### src/rtl/bus_write_router_if.sv
// Request/slot bus between a CPU-side requester and the write router.
// master = requester/slot side, slave = router side.
interface bus_write_router_if #(
    parameter int WIDTH  = 32,
    parameter int ADDR_W = 32
);
    logic              req_valid;
    logic              req_we;
    logic [ADDR_W-1:0] req_addr;
    logic [WIDTH-1:0]  req_wdata;
    logic              req_ready;
    logic [3:0]        slot_ready;
    logic [3:0]        cs_o;
    logic              we_o;
    logic [WIDTH-1:0]  wdata_o;
    logic [7:0]        addr_o;
    logic [1:0]        rd_sel;
    logic              resp_valid;
    logic              resp_err;

    modport master (
        output req_valid, req_we, req_addr, req_wdata, slot_ready,
        input  req_ready, cs_o, we_o, wdata_o, addr_o, rd_sel, resp_valid, resp_err
    );

    modport slave (
        input  req_valid, req_we, req_addr, req_wdata, slot_ready,
        output req_ready, cs_o, we_o, wdata_o, addr_o, rd_sel, resp_valid, resp_err
    );
endinterface

### src/rtl/bus_write_router.sv
// Routes a single CPU access to one of four slots selected by req_addr[9:8],
// waits for that slot's ready (bounded by TIMEOUT) and returns a one-cycle response.
//
// state  | meaning
// IDLE   | ready to accept a request
// WAIT   | slot selected, waiting for slot_ready[sel] or timeout
// RESP   | one-cycle resp_valid pulse, resp_err flags a timeout
module bus_write_router #(
    parameter int WIDTH   = 32,
    parameter int ADDR_W  = 32,
    parameter int TIMEOUT = 16
) (
    input  logic              clk,
    input  logic              rst_n,
    bus_write_router_if.slave bus
);

    typedef enum logic [1:0] {
        S_IDLE = 2'd0,
        S_WAIT = 2'd1,
        S_RESP = 2'd2
    } state_t;

    // Count value seen in the last allowed WAIT cycle.
    localparam logic [7:0] CNT_LAST = 8'(TIMEOUT - 1);

    state_t            state_q, state_d;
    logic [1:0]        sel_q, sel_d;
    logic              we_q, we_d;
    logic [WIDTH-1:0]  wdata_q, wdata_d;
    logic [7:0]        addr_q, addr_d;
    logic [7:0]        cnt_q, cnt_d;
    logic              err_q, err_d;

    logic              unused_addr;
    assign unused_addr = ^bus.req_addr;

    always_ff @(posedge clk) begin
        if (!rst_n) begin
            state_q <= S_IDLE;
            sel_q   <= 2'b00;
            we_q    <= 1'b0;
            wdata_q <= '0;
            addr_q  <= 8'h00;
            cnt_q   <= 8'h00;
            err_q   <= 1'b0;
        end else begin
            state_q <= state_d;
            sel_q   <= sel_d;
            we_q    <= we_d;
            wdata_q <= wdata_d;
            addr_q  <= addr_d;
            cnt_q   <= cnt_d;
            err_q   <= err_d;
        end
    end

    always_comb begin
        state_d = state_q;
        sel_d   = sel_q;
        we_d    = we_q;
        wdata_d = wdata_q;
        addr_d  = addr_q;
        cnt_d   = cnt_q;
        err_d   = err_q;
        case (state_q)
            S_IDLE: begin
                if (bus.req_valid) begin
                    state_d = S_WAIT;
                    sel_d   = bus.req_addr[9:8];
                    we_d    = bus.req_we;
                    wdata_d = bus.req_wdata;
                    addr_d  = bus.req_addr[7:0];
                    cnt_d   = 8'h00;
                    err_d   = 1'b0;
                end
            end
            S_WAIT: begin
                // A ready slot wins over a timeout reached in the same cycle.
                if (bus.slot_ready[sel_q]) begin
                    state_d = S_RESP;
                    err_d   = 1'b0;
                end else begin
                    cnt_d = cnt_q + 8'd1;
                    if (cnt_q == CNT_LAST) begin
                        state_d = S_RESP;
                        err_d   = 1'b1;
                    end
                end
            end
            S_RESP: begin
                state_d = S_IDLE;
            end
            default: begin
                state_d = S_IDLE;
            end
        endcase
    end

    assign bus.req_ready  = (state_q == S_IDLE);
    assign bus.cs_o       = (state_q == S_WAIT) ? (4'b0001 << sel_q) : 4'b0000;
    assign bus.we_o       = (state_q == S_WAIT) && we_q;
    assign bus.wdata_o    = wdata_q;
    assign bus.addr_o     = addr_q;
    assign bus.rd_sel     = sel_q;
    assign bus.resp_valid = (state_q == S_RESP);
    assign bus.resp_err   = (state_q == S_RESP) && err_q;

endmodule

### src/flat_wrapper.sv
// flat-port wrapper written by rule: the top's interface ports become plain ports
module bus_write_router_flat 
#(
    parameter int WIDTH   = 32,
    parameter int ADDR_W  = 32,
    parameter int TIMEOUT = 16
)
  (clk, rst_n, bus_req_valid, bus_req_we, bus_req_addr, bus_req_wdata, bus_slot_ready, bus_req_ready, bus_cs_o, bus_we_o, bus_wdata_o, bus_addr_o, bus_rd_sel, bus_resp_valid, bus_resp_err);
  bus_write_router_if #(.WIDTH(WIDTH), .ADDR_W(ADDR_W)) bus_i ();
  input  logic clk;
  input  logic rst_n;
  input wire logic [$bits(bus_i.req_valid)-1:0] bus_req_valid;
  input wire logic [$bits(bus_i.req_we)-1:0] bus_req_we;
  input wire logic [$bits(bus_i.req_addr)-1:0] bus_req_addr;
  input wire logic [$bits(bus_i.req_wdata)-1:0] bus_req_wdata;
  input wire logic [$bits(bus_i.slot_ready)-1:0] bus_slot_ready;
  output wire logic [$bits(bus_i.req_ready)-1:0] bus_req_ready;
  output wire logic [$bits(bus_i.cs_o)-1:0] bus_cs_o;
  output wire logic [$bits(bus_i.we_o)-1:0] bus_we_o;
  output wire logic [$bits(bus_i.wdata_o)-1:0] bus_wdata_o;
  output wire logic [$bits(bus_i.addr_o)-1:0] bus_addr_o;
  output wire logic [$bits(bus_i.rd_sel)-1:0] bus_rd_sel;
  output wire logic [$bits(bus_i.resp_valid)-1:0] bus_resp_valid;
  output wire logic [$bits(bus_i.resp_err)-1:0] bus_resp_err;
  assign bus_i.req_valid = bus_req_valid;
  assign bus_i.req_we = bus_req_we;
  assign bus_i.req_addr = bus_req_addr;
  assign bus_i.req_wdata = bus_req_wdata;
  assign bus_i.slot_ready = bus_slot_ready;
  assign bus_req_ready = bus_i.req_ready;
  assign bus_cs_o = bus_i.cs_o;
  assign bus_we_o = bus_i.we_o;
  assign bus_wdata_o = bus_i.wdata_o;
  assign bus_addr_o = bus_i.addr_o;
  assign bus_rd_sel = bus_i.rd_sel;
  assign bus_resp_valid = bus_i.resp_valid;
  assign bus_resp_err = bus_i.resp_err;
  bus_write_router #(.WIDTH(WIDTH), .ADDR_W(ADDR_W), .TIMEOUT(TIMEOUT)) u_core (.clk(clk), .rst_n(rst_n), .bus(bus_i));
endmodule
### config.mk
export PLATFORM = sky130hd
export DESIGN_NAME = bus_write_router_flat
export DESIGN_NICKNAME = d
export VERILOG_FILES = /design/src/rtl/bus_write_router_if.sv /design/src/rtl/bus_write_router.sv /design/src/flat_wrapper.sv
export SDC_FILE = /design/constraint.sdc
export NUM_CORES = 1
export LEC_CHECK = 0
export CORE_MARGIN = 8
export CORE_UTILIZATION = 38
export CTS_CLUSTER_DIAMETER = 30
export DETAILED_ROUTE_END_ITERATION = 8
export GPL_ROUTABILITY_DRIVEN = 0
export PLACE_DENSITY = 0.79
export SLEW_MARGIN = 20
export SYNTH_ARGS = -nofsm -noshare
export SYNTH_HDL_FRONTEND = slang
export SYNTH_SLANG_ARGS = --single-unit
export TNS_END_PERCENT = 5
### constraint.sdc
create_clock -name clk -period 2.08 [get_ports clk]
set_input_delay 0.52 -clock clk [delete_from_list [all_inputs] [get_ports clk]]
set_output_delay 0.52 -clock clk [all_outputs]
set_load 0.01 [all_outputs]
; After elaboration in Yosys (flattened, before gate mapping)
; Cells that the tools add are included.
[totals]
register_bits = 54
latch_bits = 0
mem_bits_rw = 0
romBits = 0
inputBits = 72
output_inout_bits = 50
n_memories = 0
[op_classes]
addsub = 1
multipliers = 0
n_div = 0
magnitude_cmp = 1
n_eq_ne = 6
n_shift = 1
mux = 14
bitwise = 0
reduce_logical = 8
[op_table]
columns = operator, count
row1 = 8-bit 2-to-1 mux, 2
row2 = 8-bit one-hot mux with 2 select lines, 1
row3 = 8-bit by 1-bit adder with 8-bit output (second input constant), 1
row4 = 8-bit by 4-bit == test with 1-bit output (second input constant), 1
row5 = 2-bit 2-to-1 mux, 3
row6 = 3-bit AND reduction, 2
row7 = 1-bit 2-to-1 mux, 4
row8 = 4-bit 2-to-1 mux, 1
row9 = 2-bit inequality test (second input constant), 2
row10 = 2-bit one-hot mux with 2 select lines, 1
row11 = 2-bit AND reduction, 2
row12 = 1-bit by 2-bit << shifter with 4-bit output (first input constant), 1
row13 = 2-bit by 3-bit less-than comparator with 1-bit output (second input constant), 1
row14 = 3-bit by 1-bit inequality test with 1-bit output (second input constant), 1
row15 = 1-bit binary-select mux with 2-bit select, 1
row16 = 2-bit by 1-bit == test with 1-bit output (second input constant), 1
row17 = 2-bit == test (second input constant), 1
row18 = 1-bit logical AND, 2
row19 = 2-bit logical NOT, 1
row20 = 1-bit one-hot mux with 2 select lines, 1
row21 = 2-bit nonzero test, 1

; Logic depth before layout (Yosys ltp)
[depth]
depth_word = 4
ltp_mapped = 6
ltp_nobuf = 5

; Worst setup path before layout
; OpenSTA, ideal clock, no wires.
[synth_path]
kind = register to register
start = reg u_core.sel_q[0], in the netlist u_core.bus.rd_sel[0]
end = reg u_core.cnt_q[4]
setup_ns = 0.124
t_arrival_ns = 1.529
required_time_ns = 1.956
slack_ns = 0.427
stages_incl_launch_ff = 5
path_buffers = 0
synth_period_minus_slack_ns = 1.653
cell_sequence = dfxtp_1 mux4_2 o211a_4 o21ai_0 o31ai_1
[synth_via]
elab_chain_len = 4
[synth_rtl]
columns = element, line
row1 = start: declaration, bus_write_router.sv:28  ; logic [1:0] sel_q, sel_d;
row2 = start signal: assignment, bus_write_router.sv:49  ; sel_q <= sel_d;
row3 = 1-bit binary-select mux with 2-bit select, bus_write_router.sv:80  ; if (bus.slot_ready[sel_q]) begin
row4 = 1-bit 2-to-1 mux (not written as such), bus_write_router.sv:80
row5 = 2-bit inequality test (no line), -
row6 = 3-bit AND reduction (no line), -
row7 = end signal: assignment, bus_write_router.sv:53  ; cnt_q <= cnt_d;
row8 = end: declaration, bus_write_router.sv:32  ; logic [7:0] cnt_q, cnt_d;
; No other way between the ends. The select of a mux whose other input is x is not followed.
; A chain may end at the register's enable or synchronous reset.

; Worst setup path in the final report
[layout_path]
start = reg u_core.state_q[1]
end = out bus_resp_err
[layout_via]
elab_chain_len = 2
[layout_rtl]
columns = element, line
row1 = start: declaration, bus_write_router.sv:27  ; state_t state_q, state_d;
row2 = start signal: assignment, bus_write_router.sv:48  ; state_q <= state_d;
row3 = 2-bit == test, bus_write_router.sv:107  ; assign bus.resp_err = (state_q == S_RESP) && err_q;
row4 = 1-bit logical AND, bus_write_router.sv:107
row5 = end: declaration, flat_wrapper.sv:24  ; output wire logic [$bits(bus_i.resp_err)-1:0] bus_resp_err;
; No other way between the ends.

==> metrics.txt <==
# TYPE chip_impl_metric gauge
chip_impl_info{name="status",value="finished, final reports clean"} 1
chip_impl_info{name="clk_root_buffer_cell",value="clkbuf_8"} 1
chip_impl_info{name="yosys.cell_count.top_type",value="nand2_1"} 1
chip_impl_metric{name="power_density",unit="mW/mm^2"} 634
chip_impl_info{name="worstSetupPathType",value="flop to output port"} 1
chip_impl_info{name="crit_slowest_cell",value="clkdlybuf4s50_1"} 1
chip_impl_metric{name="die_area",unit="mm^2"} 0.00846
chip_impl_metric{name="dpl_worst_slack",unit="ns"} -0.104
chip_impl_metric{name="globalRouteOverflowTotal",unit=""} 0
chip_impl_metric{name="total_leakage_power",unit="nW"} 1.31
chip_impl_metric{name="critical_path_peak_fanout",unit=""} 7
chip_impl_metric{name="finish.utilization",unit=""} 0.617
chip_impl_metric{name="synth_sequential_area_ratio",unit=""} 0.493
chip_impl_metric{name="cts_hold_buf",unit=""} 0
chip_impl_metric{name="dr_wl_met2",unit="um"} 2950
chip_impl_metric{name="grt_first_pass_wirelength",unit="um"} 10200
chip_impl_metric{name="period_share",unit=""} 0.963
chip_impl_metric{name="vias_in_the_first_global_route",unit=""} 2172
chip_impl_info{name="family_with_the_most_delay_on_the_worst_path",value="buffers and inverters"} 1
chip_impl_metric{name="synth_top_area_share",unit=""} 0.493
chip_impl_metric{name="layout_nets",unit=""} 434
chip_impl_metric{name="clkSlewWorstSetupHoldPaths",unit="ns"} 0.09
chip_impl_metric{name="synthDistinctLibCells",unit=""} 34
chip_impl_metric{name="finalHoldViolCount",unit=""} 0
chip_impl_metric{name="fin_hold_ws",unit="ns"} 0.460
chip_impl_metric{name="critical_path.n_buffers_inverters",unit=""} 1
chip_impl_metric{name="clock_path_buffers",unit=""} 2
chip_impl_metric{name="timing.final.ws_setup",unit="ns"} 0.0769
chip_impl_info{name="hp-class",value="flop to flop"} 1
chip_impl_info{name="tritoncts_clock_tree",value="done"} 1
chip_impl_metric{name="postSynthNetCount",unit=""} 331
chip_impl_metric{name="grt_max_degree",unit=""} 24
chip_impl_metric{name="critical_path_required",unit="ns"} 1.56
chip_impl_metric{name="drive_gt1_frac",unit=""} 0.0778
chip_impl_metric{name="post-route-min-period",unit="ns"} 2.00
chip_impl_metric{name="synth.yosys.warnings",unit=""} 0
chip_impl_metric{name="ant_nets",unit=""} 0
chip_impl_metric{name="placement.io_buffers",unit=""} 99
chip_impl_metric{name="io_pins",unit=""} 122
chip_impl_metric{name="drt-pass1-iter-count",unit=""} 4
chip_impl_metric{name="fp-row-count",unit=""} 27
chip_impl_info{name="synth_commonest_cells",value="nand2_1, dfxtp_1, a21boi_0, buf_2"} 1
chip_impl_metric{name="cap_violations",unit=""} 0
chip_impl_metric{name="final_skew",unit="ns"} 0.00483
chip_impl_metric{name="dr.first_iter.drc_count",unit=""} 139
chip_impl_metric{name="synthesis.instances",unit=""} 258
chip_impl_info{name="synthTopCellsByArea",value="dfxtp_1, nand2_1, a21boi_0"} 1
chip_impl_info{name="startpoint_type",value="flop"} 1
chip_impl_metric{name="cp.arrival",unit="ns"} 1.48
chip_impl_metric{name="vias",unit=""} 2136
chip_impl_metric{name="starting_density_of_the_core",unit=""} 0.396
chip_impl_metric{name="async_flop_share",unit=""} 0
chip_impl_metric{name="drv_slew",unit=""} 0
chip_impl_metric{name="detail_route.vias_per_cell",unit=""} 4.94
chip_impl_metric{name="insertedDiodeCount",unit=""} 0
chip_impl_metric{name="cts_max_level",unit=""} 2
chip_impl_metric{name="count_of_endpoints_failing_setup_in_the_final_report",unit=""} 0
chip_impl_metric{name="cpPeakStageDelay",unit="ns"} 0.53
chip_impl_metric{name="ys_seq_elements",unit=""} 54
chip_impl_info{name="rsz_0062_raised_after_global_routing",value="no"} 1
chip_impl_info{name="ys.flop_type",value="dfxtp_1"} 1
chip_impl_metric{name="wl_met3",unit="um"} 547
chip_impl_metric{name="grt_use_total",unit=""} 0.145
chip_impl_metric{name="detailed_place_hpwl",unit="um"} 4650
chip_impl_metric{name="cts_num_sinks",unit=""} 54
chip_impl_metric{name="synthesis.area_per_instance",unit="um^2"} 8.50
chip_impl_metric{name="peakVddDrop",unit="uV"} 402
chip_impl_metric{name="area_growth_syn_to_layout",unit="%"} 55.7
chip_impl_info{name="critPathCaptureType",value="output port"} 1
chip_impl_metric{name="die_height",unit="um"} 92.0
chip_impl_metric{name="core_area",unit="mm^2"} 0.00554
chip_impl_metric{name="fmaxAchievable",unit="GHz"} 0.499
chip_impl_metric{name="relSlewSlack",unit=""} 0.744
chip_impl_metric{name="synthesis.area",unit="mm^2"} 0.00219
chip_impl_info{name="worstPathCellList",value="nor2b_2, and2_1, clkdlybuf4s50_1"} 1
chip_impl_metric{name="antenna_violations_before_repair",unit=""} 0
chip_impl_info{name="post-synth-top-area-cell",value="dfxtp_1"} 1
chip_impl_metric{name="worst-r2r-setup-slack",unit="ns"} 0.31
chip_impl_metric{name="worstSkewPairLatency",unit="ns"} 0.29
chip_impl_metric{name="avgRoutedWirePerCell",unit="um"} 14.1
chip_impl_metric{name="finalWirelength",unit="um"} 6100
chip_impl_metric{name="cts-buffers-inserted",unit=""} 5
chip_impl_metric{name="routedLengthMet1",unit="um"} 2530
chip_impl_metric{name="synth_edf_count",unit=""} 0
chip_impl_metric{name="detail_route.drc_violations",unit=""} 0
chip_impl_metric{name="tightestPinTransition",unit="ns"} 0.381
chip_impl_metric{name="floorplan.die.width",unit="um"} 92.0
chip_impl_info{name="top_layer_used_by_detailed_routing",value="met4"} 1
-- final timing paths --
kind	start	end	cells after the start
hold reg to reg	u_core.bus.wdata_o[25]	u_core.bus.wdata_o[25]	2
hold / removal	u_core.bus.wdata_o[25]	u_core.bus.wdata_o[25]	2
setup reg to reg	u_core.bus.rd_sel[0]	u_core.cnt_q[5]	4
setup / recovery	u_core.state_q[1]	bus_resp_err	3
-- timing repair --
action	CTS	global route
setup buffers	0	0
resized for setup	7	3
setup endpoints to repair	6	3
-- logic make-up after synthesis --
logic type	count (synthesis)	synth area share
flip-flops	54	0.493
multiplexers	1	0.0103
AO/OA/AOI/OAI	67	0.220
buffers and inverters	15	0.0308
adder cells (fa/ha/maj)	1	0.00570
AND/OR/NAND/NOR	120	0.241
-- final cells by class --
type,instances,area [um^2]
multi-input cells,189,1050
repair buffers,111,1110
flip-flops and latches,54,1090
well taps,72,90.1
fillers,504,2120
clock buffers,6,82.6
-- where the power goes --
part	switching [mW]	total, mW	internal, mW
clock network	0.305	0.563	0.257
registers	0.0362	1.13	1.10
logic	0.198	0.472	0.274
-- state kept, by name, summed over array words and instances, names as in the netlist --
signal,flops
u_core.bus.wdata_o,32
u_core.bus.addr_o,8
u_core.cnt_q,8
u_core.bus.rd_sel,2
u_core.state_q,2
u_core.err_q,1
u_core.we_q,1
-- placed cells by master, fill, tap and decap left out, types with 2 or more instances in the layout --
master / synthesis / routed
a21boi_0: 43 / 43
a21oi_1: 5 / 5
a31oi_1: 2 / 2
and2_1: 3 / 3
and3_1: 2 / 2
buf_12: 0 / 2
buf_4: 0 / 10
clkbuf_8: 0 / 6
clkdlybuf4s50_1: 0 / 94
dfxtp_1: 54 / 52
dlygate4sd2_1: 0 / 3
dlymetal6s2s_1: 0 / 2
nand2_1: 90 / 90
nand3_1: 4 / 4
nor2_1: 5 / 5
nor2b_1: 4 / 2
nor2b_2: 0 / 2
nor3b_1: 2 / 2
o21ai_0: 6 / 6
o31ai_1: 5 / 5
-- worst register-to-register path, stage by stage (launching register included) --
cell and delay (ns):
dfxtp_1 0.45, mux4_2 0.61, o211a_4 0.29, o21ai_0 0.21
o31ai_1 0.10
-- layer usage --
metal,GRT usage,vias to the layer above
met5,0,-
met4,0.0362,0
met3,0.0636,7
met2,0.249,65
met1,0.161,993
li1,-,1071
-- per-stage QoR --
step           cell area (um^2)  instances  TNS [ns]  total power [mW]
2_1_floorplan              2190        258         0              1.34
3_3_place_gp               3320        426    -0.143              1.62
3_5_place_dp               3320        426    -0.375              1.63
4_1_cts                    3410        432         0              2.20
5_1_grt                    3420        432         0              2.28
6_report                   3420        432         0              2.17
Power figures use the tool's default switching activity.
